===== config.mk =====
export PLATFORM = sky130hd
export DESIGN_NAME = pi_scheduler
export DESIGN_NICKNAME = d
export VERILOG_FILES = /design/src/rtl/pi_scheduler.sv
export SDC_FILE = /design/constraint.sdc
export NUM_CORES = 1
export LEC_CHECK = 0
export BUFFER_PORTS_ARGS = -buffer_cell sky130_fd_sc_hd__buf_4
export CORE_UTILIZATION = 35
export CTS_BUF_LIST = sky130_fd_sc_hd__clkbuf_16
export CTS_CLUSTER_SIZE = 28
export DETAILED_ROUTE_END_ITERATION = 7
export PLACE_DENSITY = 0.51
export SLEW_MARGIN = 20
export SYNTH_ARGS = -nofsm -noshare
export SYNTH_HDL_FRONTEND = slang
export SYNTH_SLANG_ARGS = --single-unit

===== constraint.sdc =====
create_clock -name i_CLK -period 4.54 [get_ports i_CLK]
set_input_delay 0.908 -clock i_CLK [delete_from_list [all_inputs] [get_ports i_CLK]]
set_output_delay 0.908 -clock i_CLK [all_outputs]
set_load 0.02 [all_outputs]

===== src/rtl/pi_scheduler.sv =====
// ---------------------------------------------------------------------------
// pi_scheduler
// Time-multiplexed PI controller: one multiply/accumulate datapath shared by
// up to N_CH control loops. A round-robin arbiter picks one requesting loop,
// then a five-state FSM (IDLE, PROP, INTEG, SAT, OUT) computes the
// proportional term, the saturating integrator update, the output clamp and
// the anti-windup residue against that loop's stored state.
//
// Optional feature macro: PI_SCHED_AW_EN
//   defined   : back-calculation anti-windup, per-channel aw[] registers
//   undefined : aw term is zero, no aw[] storage; integrator still saturates
//
// Ports
//   i_CLK    in   clock, rising edge
//   i_RST    in   asynchronous active-low reset
//   i_VALID  in   [N_CH]      per-channel request
//   i_ERR    in   [32*N_CH]   packed signed errors, channel c at [32c+:32]
//   o_READY  out  [N_CH]      one-hot grant, combinational, only in IDLE
//   i_CLR    in   [N_CH]      per-channel clear of integrator / aw state
//   o_VALID  out  1           one-cycle strobe, o_PI / o_CH valid
//   o_PI     out  [32]        clamped signed controller output (held)
//   o_CH     out  [CW]        channel that produced o_PI
// ---------------------------------------------------------------------------
module pi_scheduler #(
  parameter int unsigned N_CH      = 4,
  parameter int          KP        = 1,
  parameter int          TSKI      = 1,
  parameter int          KAW       = 1,
  parameter int unsigned SHIFT_KP  = 0,
  parameter int unsigned SHIFT_KI  = 0,
  parameter int unsigned SHIFT_KAW = 0,
  parameter int          SAT_MAX   = 1000000,
  parameter int          SAT_MIN   = -1000000,
  localparam int unsigned CW       = (N_CH > 1) ? $clog2(N_CH) : 1
) (
  input  logic                 i_CLK,
  input  logic                 i_RST,
  input  logic [N_CH-1:0]      i_VALID,
  input  logic [32*N_CH-1:0]   i_ERR,
  output logic [N_CH-1:0]      o_READY,
  input  logic [N_CH-1:0]      i_CLR,
  output logic                 o_VALID,
  output logic [31:0]          o_PI,
  output logic [CW-1:0]        o_CH
);

  typedef enum logic [2:0] {
    S_IDLE  = 3'd0,
    S_PROP  = 3'd1,
    S_INTEG = 3'd2,
    S_SAT   = 3'd3,
    S_OUT   = 3'd4
  } state_t;

  localparam logic signed [65:0] L_I32_MAX = 66'sd2147483647;
  localparam logic signed [65:0] L_I32_MIN = -66'sd2147483648;
  // Integrator range is symmetric so its negation can never overflow.
  localparam logic signed [65:0] L_N_MIN   = -66'sd2147483647;

  state_t                  r_state;
  state_t                  w_state_nxt;
  logic [CW-1:0]           r_last;
  logic [CW-1:0]           r_ch;
  logic signed [31:0]      r_err;
  logic signed [31:0]      r_integ_s;
  logic signed [31:0]      r_p;
  logic signed [31:0]      r_n;
  logic                    r_clr_pend;
  logic signed [31:0]      r_integ [N_CH];

  logic [CW-1:0]           w_cand [N_CH];
  logic                    w_gnt_any;
  logic [CW-1:0]           w_gnt_idx;
  logic                    w_hs;
  logic signed [31:0]      w_err_ch [N_CH];

  logic signed [63:0]      w_p_prod;
  logic signed [31:0]      w_p;
  logic signed [63:0]      w_aw_term;
  logic signed [65:0]      w_n_sum;
  logic signed [31:0]      w_n;
  logic signed [63:0]      w_i_prod;
  logic signed [65:0]      w_u_sum;
  logic signed [31:0]      w_u;
  logic signed [31:0]      w_u_sat;

`ifdef PI_SCHED_AW_EN
  // u - u_sat needs 33 bits when the clamp window sits off-centre.
  logic signed [32:0]      r_aw [N_CH];
  logic signed [32:0]      r_aw_s;
  logic signed [32:0]      w_aw_new;
  logic signed [63:0]      w_aw_prod;
`endif

  // Split the packed error bus into per-channel words.
  always_comb begin : err_unpack
    for (int c = 0; c < int'(N_CH); c++) begin
      w_err_ch[c] = i_ERR[32*c +: 32];
    end
  end

  // Round-robin search starting at last+1; lowest offset wins.
  always_comb begin : arb
    w_gnt_any = 1'b0;
    w_gnt_idx = '0;
    for (int k = 0; k < int'(N_CH); k++) begin
      w_cand[k] = CW'((32'(r_last) + 32'(k) + 32'd1) % N_CH);
    end
    for (int k = int'(N_CH) - 1; k >= 0; k--) begin
      if (i_VALID[w_cand[k]]) begin
        w_gnt_any = 1'b1;
        w_gnt_idx = w_cand[k];
      end
    end
  end

  // Next-state and grant; grant is suppressed while reset is asserted.
  always_comb begin : fsm_comb
    w_state_nxt = r_state;
    o_READY     = '0;
    w_hs        = 1'b0;
    case (r_state)
      S_IDLE: begin
        if (i_RST && w_gnt_any) begin
          o_READY[w_gnt_idx] = 1'b1;
          w_hs               = 1'b1;
          w_state_nxt        = S_PROP;
        end
      end
      S_PROP:  w_state_nxt = S_INTEG;
      S_INTEG: w_state_nxt = S_SAT;
      S_SAT:   w_state_nxt = S_OUT;
      S_OUT:   w_state_nxt = S_IDLE;
      default: w_state_nxt = S_IDLE;
    endcase
  end

  // Shared arithmetic for the PROP, INTEG and SAT steps.
  always_comb begin : datapath
    w_p_prod = 64'(r_err) * 64'(KP);
    w_p      = 32'(w_p_prod >>> SHIFT_KP);

`ifdef PI_SCHED_AW_EN
    w_aw_prod = 64'(r_aw_s) * 64'(KAW);
    w_aw_term = w_aw_prod >>> SHIFT_KAW;
`else
    // No anti-windup: the term is identically zero; the gain stays in the
    // expression so both builds accept the same parameter set.
    w_aw_term = (64'(KAW) >>> SHIFT_KAW) & 64'sd0;
`endif

    w_n_sum = 66'(r_integ_s) + 66'(r_err) - 66'(w_aw_term);
    if (w_n_sum > L_I32_MAX) begin
      w_n = 32'sh7fffffff;
    end else if (w_n_sum < L_N_MIN) begin
      w_n = -32'sh7fffffff;
    end else begin
      w_n = 32'(w_n_sum);
    end

    w_i_prod = 64'(r_n) * 64'(TSKI);
    w_u_sum  = 66'(r_p) + 66'(w_i_prod >>> SHIFT_KI);
    if (w_u_sum > L_I32_MAX) begin
      w_u = 32'sh7fffffff;
    end else if (w_u_sum < L_I32_MIN) begin
      w_u = 32'sh80000000;
    end else begin
      w_u = 32'(w_u_sum);
    end

    if (w_u > SAT_MAX) begin
      w_u_sat = SAT_MAX;
    end else if (w_u < SAT_MIN) begin
      w_u_sat = SAT_MIN;
    end else begin
      w_u_sat = w_u;
    end

`ifdef PI_SCHED_AW_EN
    w_aw_new = 33'(w_u) - 33'(w_u_sat);
`endif
  end

  // FSM state, in-flight sample context and registered outputs.
  always_ff @(posedge i_CLK or negedge i_RST) begin : seq
    if (!i_RST) begin
      r_state    <= S_IDLE;
      r_last     <= CW'(N_CH - 1);
      r_ch       <= '0;
      r_err      <= '0;
      r_integ_s  <= '0;
      r_p        <= '0;
      r_n        <= '0;
      r_clr_pend <= 1'b0;
      o_VALID    <= 1'b0;
      o_PI       <= '0;
      o_CH       <= '0;
`ifdef PI_SCHED_AW_EN
      r_aw_s     <= '0;
`endif
    end else begin
      r_state <= w_state_nxt;
      o_VALID <= (w_state_nxt == S_OUT);

      // Integrator / aw are snapshotted at the grant so a clear arriving
      // mid-flight never alters the output of the sample in progress.
      if (w_hs) begin
        r_ch       <= w_gnt_idx;
        r_last     <= w_gnt_idx;
        r_err      <= w_err_ch[w_gnt_idx];
        r_integ_s  <= r_integ[w_gnt_idx];
        r_clr_pend <= i_CLR[w_gnt_idx];
`ifdef PI_SCHED_AW_EN
        r_aw_s     <= r_aw[w_gnt_idx];
`endif
      end else if (((r_state == S_PROP) || (r_state == S_INTEG)) && i_CLR[r_ch]) begin
        r_clr_pend <= 1'b1;
      end

      if (r_state == S_PROP) begin
        r_p <= w_p;
      end
      if (r_state == S_INTEG) begin
        r_n <= w_n;
      end
      if (r_state == S_SAT) begin
        o_PI <= w_u_sat;
        o_CH <= r_ch;
      end
    end
  end

  // Per-channel state; a clear seen any time during flight blocks writeback.
  always_ff @(posedge i_CLK or negedge i_RST) begin : chan_state
    if (!i_RST) begin
      for (int k = 0; k < int'(N_CH); k++) begin
        r_integ[k] <= '0;
`ifdef PI_SCHED_AW_EN
        r_aw[k]    <= '0;
`endif
      end
    end else begin
      for (int k = 0; k < int'(N_CH); k++) begin
        if (i_CLR[k]) begin
          r_integ[k] <= '0;
`ifdef PI_SCHED_AW_EN
          r_aw[k]    <= '0;
`endif
        end else if ((r_state == S_SAT) && (r_ch == CW'(k)) && !r_clr_pend) begin
          r_integ[k] <= r_n;
`ifdef PI_SCHED_AW_EN
          r_aw[k]    <= w_aw_new;
`endif
        end
      end
    end
  end

endmodule


Yosys cells after proc, flatten, opt, wreduce, memory -nomap -nowiden:

Index checks and enable logic that the tools add are counted.

* flip-flop bits (word level): 299
* output and inout bits: 39
* word-level logic and storage cells: 115

* add/sub/neg operators: 8
* order comparisons: 14
* equal/unequal tests: 7
* muxes and demuxes: 50
* bitwise gates (word level): 1
* reduce and logical (&&, ||, !) cells: 20

Operator list (count)
* 32-bit 2-to-1 mux: 18
* 32-bit binary-select mux with 2-bit select: 2
* 32-bit by 32-bit adder with 33-bit output: 2
* 33-bit by 32-bit > comparator with 1-bit output, second input constant: 2
* 33-bit by 32-bit < comparator with 1-bit output, second input constant: 2
* 32-bit by 21-bit > comparator with 1-bit output, second input constant: 1
* 32-bit by 21-bit < comparator with 1-bit output, second input constant: 1
* 2-bit by 3-bit < comparator with 1-bit output, second input constant: 6
* 1-bit 2-to-1 mux: 15
* 1-bit binary-select mux with 2-bit select: 6
* 3-bit case mux with 4 select lines: 1
* 1-bit logical AND: 11
* 2-bit nonzero test: 5
* 2-bit by 1-bit adder with 2-bit output, second input constant: 4
* 2-bit 2-to-1 mux: 4
* 4-bit 2-to-1 mux: 2
* 3-bit by 2-bit equality test with 1-bit output, second input constant: 2
* 2-bit adder, second input constant: 2
* 2-bit equality test, second input constant: 2
* 3-bit by 1-bit equality test with 1-bit output, second input constant: 1
* 3-bit equality test, second input constant: 1
* 3-bit >= comparator, second input constant: 1
* 3-bit logical NOT: 1
* 3-bit 2-to-1 mux: 1
* other kinds (7): 7

Logic depth before layout (Yosys ltp):

* depth in word-level cells: 14
* gate-level depth with buffers: 22

Worst setup path after synthesis:

Ideal clock, no wire load.

* path type: register to register
* start: register r_n[4]
* end: register o_PI[13]
* data arrival time: 4.639 ns
* slack: -0.225 ns
* cell stages (with the launch flop): 21
* path buffers: 4
* period minus slack after synthesis: 4.765 ns
* cell sequence: dfrtp_1 -> ha_1 -> and2_1 -> a221oi_1 -> a21o_1 -> nand2_1 -> a41oi_2 -> mux2i_1 -> clkbuf_1 -> buf_1 -> a21oi_1 -> and4_1 -> o21ai_0 -> nand4_1 -> ha_1 -> clkbuf_1 -> nor2_1 -> clkbuf_1 -> o21ai_0 -> a22oi_1 -> o21ai_1

* cells in the longest elaborated chain, start to end: 7

Ends and longest elaborated chain
* start, declared: RTL line 67 `logic signed [31:0] r_n;`
* start signal, assigned: RTL line 224 `r_n <= w_n;`
* 32-bit by 32-bit adder with 33-bit output *: RTL line 162 `w_u_sum = 66'(r_p) + 66'(w_i_prod >>> SHIFT_KI);`
* 33-bit by 32-bit < comparator with 1-bit output: RTL line 165 `end else if (w_u_sum < L_I32_MIN) begin`
* 32-bit 2-to-1 mux: RTL line 165
* 32-bit 2-to-1 mux *: RTL line 163 `if (w_u_sum > L_I32_MAX) begin`
* 32-bit by 21-bit < comparator with 1-bit output: RTL line 173 `end else if (w_u < SAT_MIN) begin`
* 32-bit 2-to-1 mux: RTL line 173
* 32-bit 2-to-1 mux *: RTL line 171 `if (w_u > SAT_MAX) begin`
* end signal, assigned: RTL line 227 `o_PI <= w_u_sat;`
* end, declared: RTL line 43 `output logic [31:0] o_PI,`

Mark *: on every way between the ends. The rest lies on a longest branch, timed or not.
A chain may end at the register's enable or synchronous reset.

Worst setup path in the final report:

* start: register r_err[0]
* end: register r_n[26]

* cells in the longest elaborated chain, start to end: 4

Ends and longest elaborated chain
* start, declared: RTL line 64 `logic signed [31:0] r_err;`
* start signal, assigned: RTL line 210 `r_err <= w_err_ch[w_gnt_idx];`
* 32-bit by 32-bit adder with 33-bit output *: RTL line 152 `w_n_sum = 66'(r_integ_s) + 66'(r_err) - 66'(w_aw_term);`
* 33-bit by 32-bit < comparator with 1-bit output: RTL line 155 `end else if (w_n_sum < L_N_MIN) begin`
* 32-bit 2-to-1 mux: RTL line 155
* 32-bit 2-to-1 mux *: RTL line 153 `if (w_n_sum > L_I32_MAX) begin`

Marks and branches as above.

==> reports/metrics.cfg <==
[run_status]
status=complete, no violations

[final_layout]
syn_to_final_growth_pct=22.1
n_antenna_cell=0
layout-drive-gt1-share=0.189
fin_nets=2544
instances_no_fill=3048

[grt]
antenna_found_initial=1
grt_pass1_wl_um=99200
grt_max_degree=149
grt-ovfl-total=0
grtUsageTotal=0.240
grt_pass1_vias=16700

[clock_tree]
htreeDepth=2
cts.clk_slew.worst_paths_ns=0.06
clk_latency_ns=0.56
root_buffer=clkbuf_16
post-cts-setup-buffer-count=0
cts_hold_buf=0
cts_buffers=37
cts_max_path_buffers=3
clkSinkCount=299
cts_resized=0
cts_tree=yes

[critical_path]
cp.arrival_ns=4.78
cpMaxStageDelayCell=or4_1
worst-setup-path-type=reg -> reg
required_ns=4.97
cp-start-kind=flop
rr_worst_depth=15
r2r_slack_ns=0.19
rr_startpoint=r_err[0]
crit_fanout=19
crit_chain=ha_1, fa_1, a21o_1, a311o_1, nand4b_1, nor4b_2, a311oi_1, or4_1, nor4_2, nand4b_1, buf_4, o41ai_4, buf_12, buf_4, a21oi_2
timing.rr.end=r_n[26]
max_stage_delay_ns=0.57
end_kind=flop

[sta]
fin_skew_ns=0.0218
report.final.setup_viol=0
grt_setup_unrepaired=false
drv_slew=0
finalSetupTns_ns=0
min_period_over_period=0.959
max-slew-margin-rel=0.417
clock.fmax_mhz=230
worst_slew_pin_slew_ns=0.874
finalHoldViolCount=0
setup_slack_ns=0.186
period_needed_ns=4.35

[floorplanning]
io_pins=177
fp-row-count=83
die_y_um=229
coreArea_um2=51200
initial_core_util=0.354
fp.dieW_um=229
dieArea_um2=52700

[detailed_routing]
drt_iter0_drc=1330
drt_wl_total_um=63000
dr_total_vias=17000
first_pass_iters=5
drtAntennaViolNets=0
avgViaCountPerCell=5.56
drcViolationCount=0
routedWlPerCell_um=20.7

[power]
p_per_area_nw_per_um2=913
p_switching_mw=9.92
p_int_mw=10.3
p_clk_frac=0.148
p_comb_frac=0.646
switching_share=0.491
max-vdd-ir-drop_uv=406
leakage_nw=9.85
seqPwrFrac=0.206

[yosys]
ys_seq_area_frac=0.413
synth_edf_count=0
synth_common_cells=nand2_1, dfrtp_1, nor2_1, o21ai_0, clkbuf_1
ys.flop_type=dfrtp_1
synth_warnings=0
ys_types=80
syn-num-nets=2360
yosysTopAreaCell=dfrtp_1
synth_async_sr_flop_share=1.00
synth_area_um2=18100
syn_area_per_cell_um2=8.40
ys_seq_elements=299
synth_top_area_share=0.410
netlist_instances=2155
synthTopCellsByArea=dfrtp_1, nand2_1, nor2_1
synthMostInstantiatedCell=nand2_1

[placed_design]
gp_congestion=0.902
hpwl_um=42600
dp_slack_ns=0.114
dp_cells=2980
numPortBuffers=176

[min_path]
min_path_type=in -> async

[job]
cap_viol_max_count=0

==> power groups by stage <==
| stage | sequential [mW] | clock [mW] | combinational [mW] |
|---|---|---|---|
| 2_1_floorplan | 3.97 | 0 | 8.00 |
| 3_3_place_gp | 4.19 | 0 | 12.8 |
| 3_5_place_dp | 4.20 | 0 | 12.8 |
| 4_1_cts | 4.16 | 3.05 | 12.9 |
| 5_1_grt | 4.25 | 3.15 | 14.3 |
| 6_report | 4.16 | 2.98 | 13.0 |
==> cell usage in the layout (no fill, tap or decap), types with 29 or more instances in the layout <==
master / Yosys / routed
o21ai_0: 177 / 176
inv_1: 24 / 29
nand3_1: 93 / 93
nand2_1: 351 / 351
clkbuf_16: 0 / 39
nor2_1: 275 / 271
a21oi_1: 121 / 118
dfrtp_1: 297 / 297
ha_1: 65 / 64
a22o_1: 96 / 96
buf_4: 1 / 280
mux2_2: 34 / 34
==> state kept, by name, indices dropped and copies added (netlist names) <==
| signal | count |
|---|---|
| o_CH | 2 |
| o_PI | 32 |
| o_VALID | 1 |
| r_ch | 2 |
| r_clr_pend | 1 |
| r_err | 32 |
| r_integ | 128 |
| r_integ_s | 32 |
| r_last | 2 |
| r_n | 32 |
| r_p | 32 |
| r_state | 3 |
==> metrics by stage <==
stage | hold slack (ns) | instance area (um^2) | power, mW | utilization
2_1_floorplan | 0.454 | 18100 | 12.0 | -
3_3_place_gp | 0.462 | 20800 | 17.0 | 0.407
3_5_place_dp | 0.469 | 20800 | 17.0 | 0.407
4_1_cts | 0.232 | 22000 | 20.1 | 0.431
5_1_grt | 0.254 | 22100 | 21.7 | 0.432
6_report | 0.242 | 22100 | 20.2 | 0.432
==> worst max path at each step <==
stage                   from        to  slack (ns)  depth (start not counted)
finish              r_err[0]   r_n[26]        0.19                         15
global route         r_n[14]  o_PI[27]       0.009                         16
CTS                  r_p[12]  o_PI[11]        0.08                         17
detailed placement   r_p[12]  o_PI[11]        0.11                         17
global placement      r_n[3]  o_PI[11]        0.10                         17
floorplan            r_n[29]  o_PI[13]       0.003                         21
==> per-layer routing <==
metal | part of all wire | global-route usage | routed length, um | up-vias
met3 | 0.043 | 0.0283 | 2740 | 81
met2 | 0.46 | 0.387 | 29200 | 444
li1 | - | - | - | 8117
met5 | 0 | 0 | 0 | -
met1 | 0.47 | 0.338 | 29800 | 8309
met4 | 0.021 | 0.0615 | 1330 | 0
==> kinds of logic (layout without fill, tap and decap cells) <==
logic type                 Yosys count  count (layout)  share of synthesized area
and+or+nand+nor                    868             868                      0.209
adders and majority gates           67              67                     0.0471
AOI/OAI and AO/OA                  661             661                      0.244
xor gates and xnor gates            43              43                     0.0208
DFF                                299             299                      0.413
muxes                               46              46                     0.0285
buffers and inverters              171             384                     0.0371
==> layout make-up <==
| cell class | count | area [um^2] |
|---|---|---|
| Clock buffer | 39 | 976 |
| Clock inverter | 29 | 240 |
| Fill cell | 5135 | 29100 |
| Inverter | 24 | 90.1 |
| Multi-Input combinational cell | 1685 | 10100 |
| Sequential cell | 299 | 7480 |
| Tap cell | 680 | 851 |
| Timing Repair Buffer | 292 | 2340 |
==> critical path: cells and delay by family, from the launching register on <==
kind / cells / cell delay, ns
AOI/OAI and AO/OA: 5 / 1.19
adders and majority gates: 2 / 0.66
DFF: 1 / 0.40
buffers and inverters: 3 / 0.55
and+or+nand+nor: 5 / 1.43
No activity file was read; power rests on OpenSTA's default activity.
